$ cat src/rtl/cc_pkg.sv
// Shared cache-controller definitions: AXI encodings, line geometry and the
// write-back engine state type.
package cc_pkg;

  localparam int LINE_BEATS = 8;
  localparam int BEAT_W     = 64;

  localparam logic [1:0] BURST_INCR = 2'b01;
  localparam logic [2:0] SIZE_8B    = 3'b011;
  localparam logic [1:0] RESP_OKAY  = 2'b00;

  typedef logic [511:0] line_t;

  typedef enum logic [1:0] {
    WB_IDLE = 2'b00,
    WB_ADDR = 2'b01,
    WB_DATA = 2'b10,
    WB_RESP = 2'b11
  } wb_state_t;

  // Line tag: address with the 64-byte offset stripped.
  function automatic logic [25:0] line_tag(input logic [31:0] addr);
    return addr[31:6];
  endfunction

endpackage

$ cat src/rtl/cc_wb_serializer.sv
// Holds one evicted line and presents it as 64-bit beats, word 0 first.
// The FSM loads the line on accept and advances once per accepted W beat.
module cc_wb_serializer
  import cc_pkg::*;
(
  input  logic        clk,
  input  logic        rst_n,
  input  logic        load_i,
  input  line_t       line_i,
  input  logic        advance_i,
  output logic [63:0] word_o,
  output logic        last_o
);

  line_t      line_q;
  line_t      line_d;
  logic [2:0] cnt_q;
  logic [2:0] cnt_d;

  // Next-state: a load restarts at word 0, an advance steps (3-bit wrap).
  always_comb begin
    line_d = line_q;
    cnt_d  = cnt_q;
    if (load_i) begin
      line_d = line_i;
      cnt_d  = 3'd0;
    end else if (advance_i) begin
      cnt_d = cnt_q + 3'd1;
    end else begin
      cnt_d = cnt_q;
    end
  end

  // Line buffer and beat counter; cleared so wdata reads 0 after reset.
  always_ff @(posedge clk) begin
    if (!rst_n) begin
      line_q <= '0;
      cnt_q  <= 3'd0;
    end else begin
      line_q <= line_d;
      cnt_q  <= cnt_d;
    end
  end

  assign word_o = line_q[{cnt_q, 6'd0} +: 64];
  assign last_o = (cnt_q == 3'(LINE_BEATS - 1));

endmodule

$ cat src/rtl/cc_writeback_unit.sv
// Write-back engine: takes one dirty line and emits a single AXI INCR burst
// (AW, eight 64-bit W beats, B), then pulses done (and err on a bad bresp).
module cc_writeback_unit
  import cc_pkg::*;
#(
  parameter int LINE_BEATS = cc_pkg::LINE_BEATS
) (
  input  logic         clk,
  input  logic         rst_n,
  input  logic         wb_req_valid_i,
  output logic         wb_req_ready_o,
  input  logic [31:0]  wb_addr_i,
  input  logic [511:0] wb_data_i,
  output logic         wb_busy_o,
  output logic [25:0]  wb_pend_addr_o,
  output logic         wb_done_o,
  output logic         wb_err_o,
  output logic [31:0]  awaddr_o,
  output logic [3:0]   awlen_o,
  output logic [2:0]   awsize_o,
  output logic [1:0]   awburst_o,
  output logic         awvalid_o,
  input  logic         awready_i,
  output logic [63:0]  wdata_o,
  output logic [7:0]   wstrb_o,
  output logic         wlast_o,
  output logic         wvalid_o,
  input  logic         wready_i,
  input  logic [1:0]   bresp_i,
  input  logic         bvalid_i,
  output logic         bready_o
);

  wb_state_t   state_q;
  logic        req_ready_q;
  logic        awvalid_q;
  logic        wvalid_q;
  logic        bready_q;
  logic        done_q;
  logic        err_q;
  logic [25:0] pend_q;

  logic        load_s;
  logic        advance_s;
  logic        last_s;
  logic [63:0] word_s;
  logic        addr_offset_unused_s;

  // Offset bits of the line address carry no information for a full-line write.
  assign addr_offset_unused_s = ^wb_addr_i[5:0];

  assign load_s    = req_ready_q & wb_req_valid_i;
  assign advance_s = wvalid_q & wready_i;

  cc_wb_serializer u_ser (
    .clk       (clk),
    .rst_n     (rst_n),
    .load_i    (load_s),
    .line_i    (wb_data_i),
    .advance_i (advance_s),
    .word_o    (word_s),
    .last_o    (last_s)
  );

  // Burst sequencer; every handshake-visible output is a flop set here.
  always_ff @(posedge clk) begin
    if (!rst_n) begin
      state_q     <= WB_IDLE;
      req_ready_q <= 1'b1;
      awvalid_q   <= 1'b0;
      wvalid_q    <= 1'b0;
      bready_q    <= 1'b0;
      done_q      <= 1'b0;
      err_q       <= 1'b0;
      pend_q      <= 26'd0;
    end else begin
      done_q <= 1'b0;
      err_q  <= 1'b0;
      case (state_q)
        WB_IDLE: begin
          if (load_s) begin
            state_q     <= WB_ADDR;
            req_ready_q <= 1'b0;
            awvalid_q   <= 1'b1;
            pend_q      <= line_tag(wb_addr_i);
          end
        end
        WB_ADDR: begin
          if (awready_i) begin
            state_q   <= WB_DATA;
            awvalid_q <= 1'b0;
            wvalid_q  <= 1'b1;
          end
        end
        WB_DATA: begin
          if (advance_s && last_s) begin
            state_q  <= WB_RESP;
            wvalid_q <= 1'b0;
            bready_q <= 1'b1;
          end
        end
        WB_RESP: begin
          if (bvalid_i) begin
            state_q     <= WB_IDLE;
            bready_q    <= 1'b0;
            req_ready_q <= 1'b1;
            done_q      <= 1'b1;
            err_q       <= (bresp_i != RESP_OKAY);
            pend_q      <= 26'd0;
          end
        end
        default: begin
          state_q     <= WB_IDLE;
          req_ready_q <= 1'b1;
          awvalid_q   <= 1'b0;
          wvalid_q    <= 1'b0;
          bready_q    <= 1'b0;
          pend_q      <= 26'd0;
        end
      endcase
    end
  end

  assign wb_req_ready_o = req_ready_q;
  assign wb_busy_o      = (state_q != WB_IDLE);
  assign wb_pend_addr_o = pend_q;
  assign wb_done_o      = done_q;
  assign wb_err_o       = err_q;

  assign awaddr_o  = {pend_q, 6'd0};
  assign awlen_o   = 4'(LINE_BEATS - 1);
  assign awsize_o  = SIZE_8B;
  assign awburst_o = BURST_INCR;
  assign awvalid_o = awvalid_q;

  assign wdata_o  = word_s;
  assign wstrb_o  = wvalid_q ? 8'hFF : 8'h00;
  assign wlast_o  = wvalid_q & last_s;
  assign wvalid_o = wvalid_q;

  assign bready_o = bready_q;

endmodule

$ cat config.mk
export PLATFORM = sky130hd
export DESIGN_NAME = cc_writeback_unit
export DESIGN_NICKNAME = d
export VERILOG_FILES = /design/src/rtl/cc_pkg.sv /design/src/rtl/cc_wb_serializer.sv /design/src/rtl/cc_writeback_unit.sv
export SDC_FILE = /design/constraint.sdc
export NUM_CORES = 1
export LEC_CHECK = 0
export CAP_MARGIN = 20
export CORE_AREA = 2 2 273 275
export DETAILED_ROUTE_END_ITERATION = 16
export DIE_AREA = 0 0 275 277
export PLACE_DENSITY_LB_ADDON = 0.12
export SLEW_MARGIN = 5
export SYNTH_ARGS = -nofsm -noshare
export SYNTH_HDL_FRONTEND = slang
export SYNTH_SLANG_ARGS = --single-unit
$ cat constraint.sdc
create_clock -name clk -period 2.9 [get_ports clk]
set_clock_uncertainty 0.15 [all_clocks]
set_input_delay 0.58 -clock clk [delete_from_list [all_inputs] [get_ports clk]]
set_output_delay 0.58 -clock clk [all_outputs]
set_load 0.02 [all_outputs]
==> results_dict.tcl <==
set metrics [dict create \
    placed_area_um2 32200 \
    synthMostInstantiatedCell "nand2_1" \
    fin_crit_ns 3.12 \
    grt_pass1_wl_um 127000 \
    clkPwrFrac 0.359 \
    path_max_fanout 9 \
    fmax_ghz 0.321 \
    multi_input_area_um2 12300 \
    reg2reg_to "wb_pend_addr_o[15]" \
    clk_latency_ns 0.62 \
    start_kind "flip-flop" \
    yosys.area.top_type "dfxtp_1" \
    syn_inst 2683 \
    clk_pin_slew_worst_paths_ns 0.05 \
    hold_violations 0 \
    ant_nets 0 \
    num-fill-cells 6986 \
    p_sw_w 0.00648 \
    final_nets 3828 \
    slew_viol_final 0 \
    cp-end-kind "output port" \
    worstSetupPathType "reg -> out" \
    place.gp.congestion 0.833 \
    cp_slowest_cell "mux4_2" \
    pwr-share-comb 0.246 \
    route.detailed.wl_per_inst_um 19.8 \
    drc 0 \
    r2r_slack_ns 0.80 \
    reg2reg_from "state_q[0]" \
    whs_endpoint "u_ser.line_q[496]" \
    swShare 0.289 \
    slowest_delay_ns 0.52 \
    avgSynthCellArea_um2 9.13 \
    area_growth_pct 41.9 \
    synth-edff-count 0 \
    track_usage 0.215 \
    vias_per_cell 4.89 \
    die_x_um 275 \
    hold_path_depth 2 \
    totalWireLength_um 85400 \
    layoutNonFillerInstCount 4306 \
    relSlewSlack 0.647 \
    holdBufCountCts 0 \
    crit_family "multiplexers" \
    async_reset_ff_frac 0 \
    place_hpwl_um 62500 \
    synth_seq_cells 549 \
    dp.cells 4153 \
    power_density_nw_per_um2 645 \
    reg2regPathDepth 7 \
    core_area_um2 73600 \
    grt_max_degree 130 \
    clock_path_buffers 3 \
    arrival_ns 2.39 \
    die_h_um 277 \
    crit_path_cell_trace "buf_12 > buf_4 > buf_8 > mux4_2 > mux2_4 > buf_6" \
    drt_iter0_markers 1094 \
    cp-startpoint "u_ser.cnt_q[0]" \
    violations "negative setup slack" \
    drive_gt1_frac 0.142 \
    setup_viol 64 \
    synth_flop_cell "dfxtp_1" \
    ys_warn_count 0 \
    ys_seq_area_frac 0.449 \
    initial_core_util 0.333 \
    p_int_w 0.0159 \
    vias 21100 \
    seqPwrFrac 0.395 \
    synth_area_um2 24500 \
    cts_sinks 549 \
    tightestPinTransition_ns 0.529 \
    crit_buf_inv 4 \
    max-vdd-ir-drop_uv 502 \
    gr-total-overflow 0 \
    row_count 100 \
    ios 699 \
    port-buffer-count 677 \
    cts.htree.levels 2 \
    cp.required_ns 2.17 \
    ys_types 32 \
    antenna_found_initial 37 \
    dr.pass1.iters 5 \
    worstHoldStart "rst_n" \
    fin_ws_ns -0.219 \
    final_util 0.472 \
    die-area_um2 76200 \
    rsz0062_at_grt "yes" \
    root_buffer "clkbuf_16" \
    yosysTopAreaCellShare 0.449 \
    hp-class "in -> reg" \
    tritoncts "yes" \
    whs_ns 0.195 \
    synth_area_leaders "dfxtp_1 (45%), a21boi_0 (16%), nand2_1 (16%)" \
    numCtsBuffers 61 \
    area.sequential_um2 11000 \
    first_global_vias 21500 \
    fin_setup_tns_ns -8.56 \
    synth_common_cells "nand2_1 (1034), dfxtp_1 (549), a21boi_0 (538)" \
    final_area_um2 34800 \
    p_leak_nw 12.7 \
    fin_crit_sh 1.08 \
    max_cap_violations 0 \
    status "complete, but fails checks" \
]
area by class of cell:
type | count | area share
Clock buffer | 96 | 0.0556
Antenna cell | 18 | 0.00130
Clock inverter | 16 | 0.00536
Multi-Input combinational cell | 1870 | 0.353
Tap cell | 969 | 0.0349
Timing Repair Buffer | 783 | 0.233
Sequential cell | 549 | 0.317
Inverter | 5 | 0.000540
metal layers:
layer | GRT usage | part of all wire | vias up
li1 | - | - | 10200
met1 | 0.259 | 0.41 | 10200
met2 | 0.370 | 0.50 | 545
met3 | 0.0529 | 0.063 | 166
met4 | 0.0773 | 0.028 | 40
met5 | 0 | 0.0030 | -
registers in the layout, indices dropped and copies added, names as in the netlist, 2 cells and up:
signal and cells:
state_q 2, wb_pend_addr_o 26, u_ser.cnt_q 3, u_ser.line_q 512
cells by family after synthesis:
kind of cell               after synthesis  share of synthesized area
and+or+nand+nor                       1071                      0.168
AOI/OAI and AO/OA                      583                      0.175
DFF                                    549                      0.449
buffers and inverters                  277                     0.0566
muxes                                  194                      0.148
adders and majority gates                6                    0.00307
other                                    2                   0.000307
xor gates and xnor gates                 1                   0.000358
power groups by stage:
stage          clock network (W)  registers, W  logic, W
6_report                 0.00805       0.00885   0.00552
5_1_grt                  0.00857       0.00893   0.00600
4_1_cts                  0.00828       0.00884   0.00547
3_5_place_dp                   0       0.00900   0.00544
3_3_place_gp                   0       0.00897   0.00537
2_1_floorplan                  0       0.00891   0.00310
worst reg2reg max path: cells and delay by family, from the launching register on:
family | cells | cell delay (ns)
compound gates | 3 | 0.57
fa+ha+maj | 1 | 0.20
flops | 1 | 0.34
buf+inv | 3 | 0.76
worst max path at each step:
stage | to | slack (ns) | cells past startpoint
3_3_place_gp | wdata_o[56] | 0.004 | 5
3_5_place_dp | wdata_o[59] | -0.006 | 5
6_report | wdata_o[3] | -0.22 | 6
5_1_grt | wdata_o[10] | -0.29 | 5
2_1_floorplan | wdata_o[45] | 0.60 | 4
4_1_cts | wdata_o[35] | -0.36 | 5
cells in the final DEF, fill, tap and decap left out, drive strengths merged, types with 2 or more instances in the layout:
cell type,netlist,final
a21boi,541,541
a21oi,6,6
a31oi,2,2
and2,2,2
buf,145,168
bufinv,0,4
clkbuf,127,99
clkdlybuf4s50,0,611
clkinv,1,11
conb,2,15
dfxtp,549,549
diode,0,18
ha,6,6
inv,4,5
mux2,64,64
mux2i,2,2
mux4,128,128
nand2,1034,1034
nand3,3,3
nand4,26,26
nor2b,2,2
o21ai,30,30
or2,2,2
repair_timing:
item | 4_1_cts | 5_1_grt
gates cloned | 3 | 2
resized for setup | 309 | 73
setup buffers | 9 | 9
setup endpoints to repair | 65 | 64
per-stage QoR:
stage	setup slack, ns	total power [W]
2_1_floorplan	0.604	0.0120
3_3_place_gp	0.00390	0.0143
3_5_place_dp	-0.00564	0.0144
4_1_cts	-0.363	0.0226
5_1_grt	-0.286	0.0235
6_report	-0.219	0.0224
Power figures use the tool's default switching activity.
